===== src/rtl/cpu_ctrl_pkg.sv =====
// rtl/cpu_ctrl_pkg.sv - shared state, memory-op codes and helpers for the CPU control path
package cpu_ctrl_pkg;

    typedef enum logic [2:0] {
        ST_FETCH  = 3'd0,
        ST_DECODE = 3'd1,
        ST_EXEC   = 3'd2,
        ST_MEM    = 3'd3,
        ST_WB     = 3'd4,
        ST_TRAP   = 3'd5
    } state_e;

    localparam logic [1:0] MEMOP_NONE  = 2'b00;
    localparam logic [1:0] MEMOP_LOAD  = 2'b01;
    localparam logic [1:0] MEMOP_STORE = 2'b10;

    localparam logic [31:0] RESET_VECTOR_DEFAULT = 32'h0000_0000;

    // The reserved encoding 2'b11 deliberately falls through as a non-memory op.
    function automatic logic is_mem_access(input logic [1:0] op);
        return (op == MEMOP_LOAD) || (op == MEMOP_STORE);
    endfunction

    function automatic logic pc_aligned(input logic [31:0] addr);
        return addr[1:0] == 2'b00;
    endfunction

endpackage


===== src/rtl/pc_sequencer.sv =====
// rtl/pc_sequencer.sv - multi-cycle fetch/decode/exec/mem/wb sequencer owning the PC
module pc_sequencer
    import cpu_ctrl_pkg::*;
#(
    parameter logic [31:0] RESET_VECTOR = RESET_VECTOR_DEFAULT,
    parameter int          INSTRET_W    = 32
) (
    input  logic                 clk,
    input  logic                 rst_n,
    output logic                 imem_req,
    input  logic                 imem_ready,
    input  logic [1:0]           mem_op,
    output logic                 dmem_req,
    input  logic                 dmem_ready,
    input  logic [31:0]          npc,
    input  logic                 stall,
    output logic [31:0]          pc,
    output logic                 ir_we,
    output logic                 ex_en,
    output logic                 wb_en,
    output logic                 misalign,
    output logic                 halted,
    output logic [INSTRET_W-1:0] instret
);

    state_e                 state_q, state_d;
    logic [31:0]            pc_q, pc_d;
    logic [INSTRET_W-1:0]   instret_q, instret_d;
    logic                   misalign_q, misalign_d;
    logic                   imem_req_q;
    logic                   dmem_req_q;
    logic                   halted_q;
    logic                   ir_we_c, ex_en_c, wb_en_c;

    always_comb begin
        state_d    = state_q;
        pc_d       = pc_q;
        instret_d  = instret_q;
        misalign_d = misalign_q;
        ir_we_c    = 1'b0;
        ex_en_c    = 1'b0;
        wb_en_c    = 1'b0;

        case (state_q)
            // A fetch only completes against a request that is actually on the bus,
            // so the reset-release cycle (request still low) cannot capture a word.
            ST_FETCH: begin
                if (imem_req_q && imem_ready) begin
                    ir_we_c = 1'b1;
                    state_d = ST_DECODE;
                end
            end
            ST_DECODE: begin
                if (!stall) begin
                    state_d = ST_EXEC;
                end
            end
            ST_EXEC: begin
                if (!stall) begin
                    ex_en_c = 1'b1;
                    state_d = is_mem_access(mem_op) ? ST_MEM : ST_WB;
                end
            end
            ST_MEM: begin
                if (dmem_req_q && dmem_ready) begin
                    state_d = ST_WB;
                end
            end
            // The instruction retires even when its successor address faults.
            ST_WB: begin
                if (!stall) begin
                    wb_en_c   = 1'b1;
                    instret_d = instret_q + INSTRET_W'(1);
                    if (pc_aligned(npc)) begin
                        pc_d    = npc;
                        state_d = ST_FETCH;
                    end else begin
                        misalign_d = 1'b1;
                        state_d    = ST_TRAP;
                    end
                end
            end
            ST_TRAP: begin
                state_d = ST_TRAP;
            end
            default: begin
                state_d = ST_TRAP;
            end
        endcase
    end

    // Request and halt outputs are registered from the next state so they
    // line up with the state they belong to and clear the instant reset asserts.
    always_ff @(posedge clk or negedge rst_n) begin
        if (!rst_n) begin
            state_q    <= ST_FETCH;
            pc_q       <= RESET_VECTOR;
            instret_q  <= '0;
            misalign_q <= 1'b0;
            imem_req_q <= 1'b0;
            dmem_req_q <= 1'b0;
            halted_q   <= 1'b0;
        end else begin
            state_q    <= state_d;
            pc_q       <= pc_d;
            instret_q  <= instret_d;
            misalign_q <= misalign_d;
            imem_req_q <= (state_d == ST_FETCH);
            dmem_req_q <= (state_d == ST_MEM);
            halted_q   <= (state_d == ST_TRAP);
        end
    end

    assign imem_req = imem_req_q;
    assign dmem_req = dmem_req_q;
    assign halted   = halted_q;
    assign pc       = pc_q;
    assign instret  = instret_q;
    assign misalign = misalign_q;
    assign ir_we    = ir_we_c;
    assign ex_en    = ex_en_c;
    assign wb_en    = wb_en_c;

endmodule


===== config.mk =====
export PLATFORM = sky130hd
export DESIGN_NAME = pc_sequencer
export DESIGN_NICKNAME = d
export VERILOG_FILES = /design/src/rtl/cpu_ctrl_pkg.sv /design/src/rtl/pc_sequencer.sv
export SDC_FILE = /design/constraint.sdc
export NUM_CORES = 1
export LEC_CHECK = 0
export BUFFER_PORTS_ARGS = -buffer_cell sky130_fd_sc_hd__buf_2
export CAP_MARGIN = 10
export CORE_UTILIZATION = 45
export DETAILED_ROUTE_END_ITERATION = 10
export PLACE_DENSITY = 0.81
export SYNTH_ARGS = -nofsm -noshare
export SYNTH_HDL_FRONTEND = slang
export SYNTH_SLANG_ARGS = --single-unit

===== constraint.sdc =====
create_clock -name clk -period 4.3 [get_ports clk]
set_input_delay 0.215 -clock clk [delete_from_list [all_inputs] [get_ports clk]]
set_output_delay 0.215 -clock clk [all_outputs]
set_load 0.03 [all_outputs]

==> summary.txt <==
Setup path
  – CP Cell Sequence: or4b_1 > nor4_2 > nand4_1 > xnor2_1
  – Arrival @ worst endpoint: 2.98 ns
  – CP endpoint kind: flip-flop
  – Crit-path max cell delay: 1.02 ns
  – Worst setup path category: flip-flop to flip-flop
  – Worst path slowest cell: nor4_2
  – Required time worst endpoint: 4.52 ns
  – Startpoint type of the worst setup path: flip-flop
  – Max FO, Critical Path: 12
  – CP bufs+invs: 0
  – Top Family by Delay on Critical Path: simple AND/OR/NAND/NOR gates

Status
  – Outcome: completed

STA
  – Final setup vio count: 0
  – Setup TNS: 0 ns
  – Worst Setup Slack, final: 1.54 ns
  – Slew @ Worst Pin: 1.12 ns
  – Slew headroom: 25.0%
  – Worst clock skew: roughly 0.0067 ns
  – Fmax: 0.363 GHz
  – Fin crit share: between 60 and 70%
  – RSZ-0062 raised after global routing: no
  – Max-slew violation count: 0
  – Fin crit period: 2.76 ns
  – Hold Fails Final Rpt: 0

Run
  – Max-cap violations: 0

Power
  – NetSw: 877 uW
  – P_leak: 0.00200 uW
  – Flop pwr share: 40.7%
  – Gate power share: 34.3%
  – Switching Share: 37.6%
  – Clock network power share: 25.0%
  – PD cells: 608 nW/um^2
  – Worst VDD drop: 0.367 mV
  – Cell Int Power: roughly 1500 uW

Floorplan
  – Core Rows: 29
  – Initial Utilization: 46.7%
  – Die extent in x: between 80 and 90 um
  – Die area: 6920 um^2
  – I/O pin count: 110
  – Core Region: 6350 um^2
  – Die Y: between 80 and 90 um

Clock tree
  – H-Tree Depth: 3
  – Num CTS Buffers: 9
  – CTS tree: yes
  – Root Buffer: clkbuf_8
  – Worst-path clk slew: ~0.07 ns
  – Clock Sinks: between 70 and 80
  – Clk_lat worst skew: between 0.3 and 0.4 ns
  – CTS resizes: 0
  – Worst-case clock buffer depth: 2

Layout
  – Most common cell after layout, fill and taps aside: buf_2
  – Area occupied by multi-input gates: 1140 um^2
  – Area growth, synth to finish: 29.4%
  – Post-Route Utilization: around three fifths
  – Share of cells above drive strength 1: a little under half
  – Fin cells: 433
  – Layout net count: 391
  – Number of fill cells: about 540
  – Commonest non-fill, non-tap cells in the layout: buf_2, dfrtp_1, mux2_2, xnor2_1, nand2_1
  – Register area: 1780 um^2
  – Ant diodes: 0

Yosys
  – Synth async-reset ratio: 100%
  – Total nets after synthesis: 272
  – Top cells by area, synth: dfrtp_1, mux2_2, xnor2_1, nand4_1, xor2_1
  – Number of enable flip-flop cells after synthesis: 0
  – Yosys top cell by area: dfrtp_1
  – Warnings from Yosys: 0
  – #FFs+latches synth: 71
  – Mapped cell area: 2970 um^2
  – Post-Syn Instances: 232
  – Syn Area/Cell: 12.8 um^2
  – Post-synth top flop: dfrtp_1
  – Synth top area share: 59.9%
  – Synth cell types: 33
  – Sequential fraction of the synthesis area: 59.9%

Placement
  – DPL Wire Length: between 4000 and 5000 um
  – Setup slack at placement: 1.55 ns
  – DP Cell Count: 415
  – IO Port Bufs: 109
  – RD Place Congestion: 0.941

Route
  – WL final: 6280 um
  – ANT nets after route: 0
  – Via-to-Cell Ratio: 5.23
  – Drt drc: 0
  – Iter 0 DRT Violations: roughly 130
  – Via Count: 2263
  – Routed WL per cell: approximately 15 um
  – Initial DRT Pass Iterations: 6

GRT
  – First-pass GRT wire length: 10200 um
  – Vias in the first global route: approximately 2200
  – Remaining global-route overflow: 0
  – Largest net degree at the start of global routing: 51
  – GRT Overall Usage: 18.9%
  – Initial antenna violation count: 0

Min path
  – Hold crit path type: primary input to flip-flop
logic make-up (layout without fill, tap and decap cells):
family	count (synthesis)	in the layout	synth area share, %
buffers and inverters	11	135	1.81
XOR/XNOR	32	32	9.70
adder cells (fa/ha/maj)	1	1	0.422
flip-flops	71	71	59.9
AND/OR/NAND/NOR	76	76	14.4
AO/OA/AOI/OAI	11	11	2.36
multiplexers	30	30	11.4
cell usage after synthesis, types with 2 or more instances:
cell     instances
a21oi_1          3
and2_1           4
and4_1           5
buf_1            3
dfrtp_1         71
inv_1            5
mux2_2          30
nand2_1         16
nand3_1         13
nand4_1         13
nor2_1           7
nor3_1           5
nor4_1           5
o21ai_0          3
or4_4            2
xnor2_1         22
xor2_1           9
cell type report:
type	instances	area share, %
Sequential cell	71	46.3
Multi-Input combinational cell	150	29.8
Timing Repair Buffer	114	15.2
Clock buffer	10	3.59
Tap cell	77	2.51
Clock inverter	6	2.18
Inverter	5	0.489
repair_timing:
item	4_1_cts	5_1_grt
hold endpoints to repair	21	0
hold buffers	1	0
buffers inserted	0	0
power groups by stage:
| stage | clock network (uW) | logic (uW) | registers [uW] |
|---|---|---|---|
| floorplan | 0 | 254 | 1260 |
| global placement | 0 | 789 | 947 |
| detailed placement | 0 | 808 | 962 |
| CTS | 599 | 808 | 949 |
| global route | 629 | 848 | 975 |
| finish | 584 | 801 | 949 |
stage by stage:
step | cell area (um^2) | hold slack (ns) | power [uW]
3_5_place_dp | 3600 | 0.213 | 1770
5_1_grt | 3840 | 0.0926 | 2450
2_1_floorplan | 2970 | -0.0806 | 1520
6_report | 3840 | 0.103 | 2330
4_1_cts | 3830 | 0.0860 | 2360
3_3_place_gp | 3600 | 0.203 | 1740
flip-flops by register name (all words and copies together) (netlist names):
register  flops
halted        1
pc           32
instret      32
state_q       3
dmem_req      1
misalign      1
imem_req      1
layer usage:
| layer | GRT usage (%) | share of wire, % |
|---|---|---|
| met5 | 0 | 0 |
| met1 | 22.2 | 41 |
| met2 | 32.6 | 53 |
| met3 | 4.57 | 5.0 |
| met4 | 8.46 | 1.3 |
path summary, 6_finish.rpt:
| path | startpoint | to | slack [ns] | depth (start not counted) |
|---|---|---|---|---|
| max reg2reg | state_q[1] | instret[28] | 1.54 | 4 |
| min | npc[15] | pc[15] | 0.10 | 2 |
| min in group asynchronous | rst_n | instret[14] | 0.37 | 2 |
| max in group asynchronous | rst_n | pc[17] | 2.92 | 3 |
| max | state_q[1] | instret[28] | 1.54 | 4 |
| min reg2reg | instret[31] | instret[31] | 0.47 | 1 |
No activity file was read; power rests on OpenSTA's default activity.
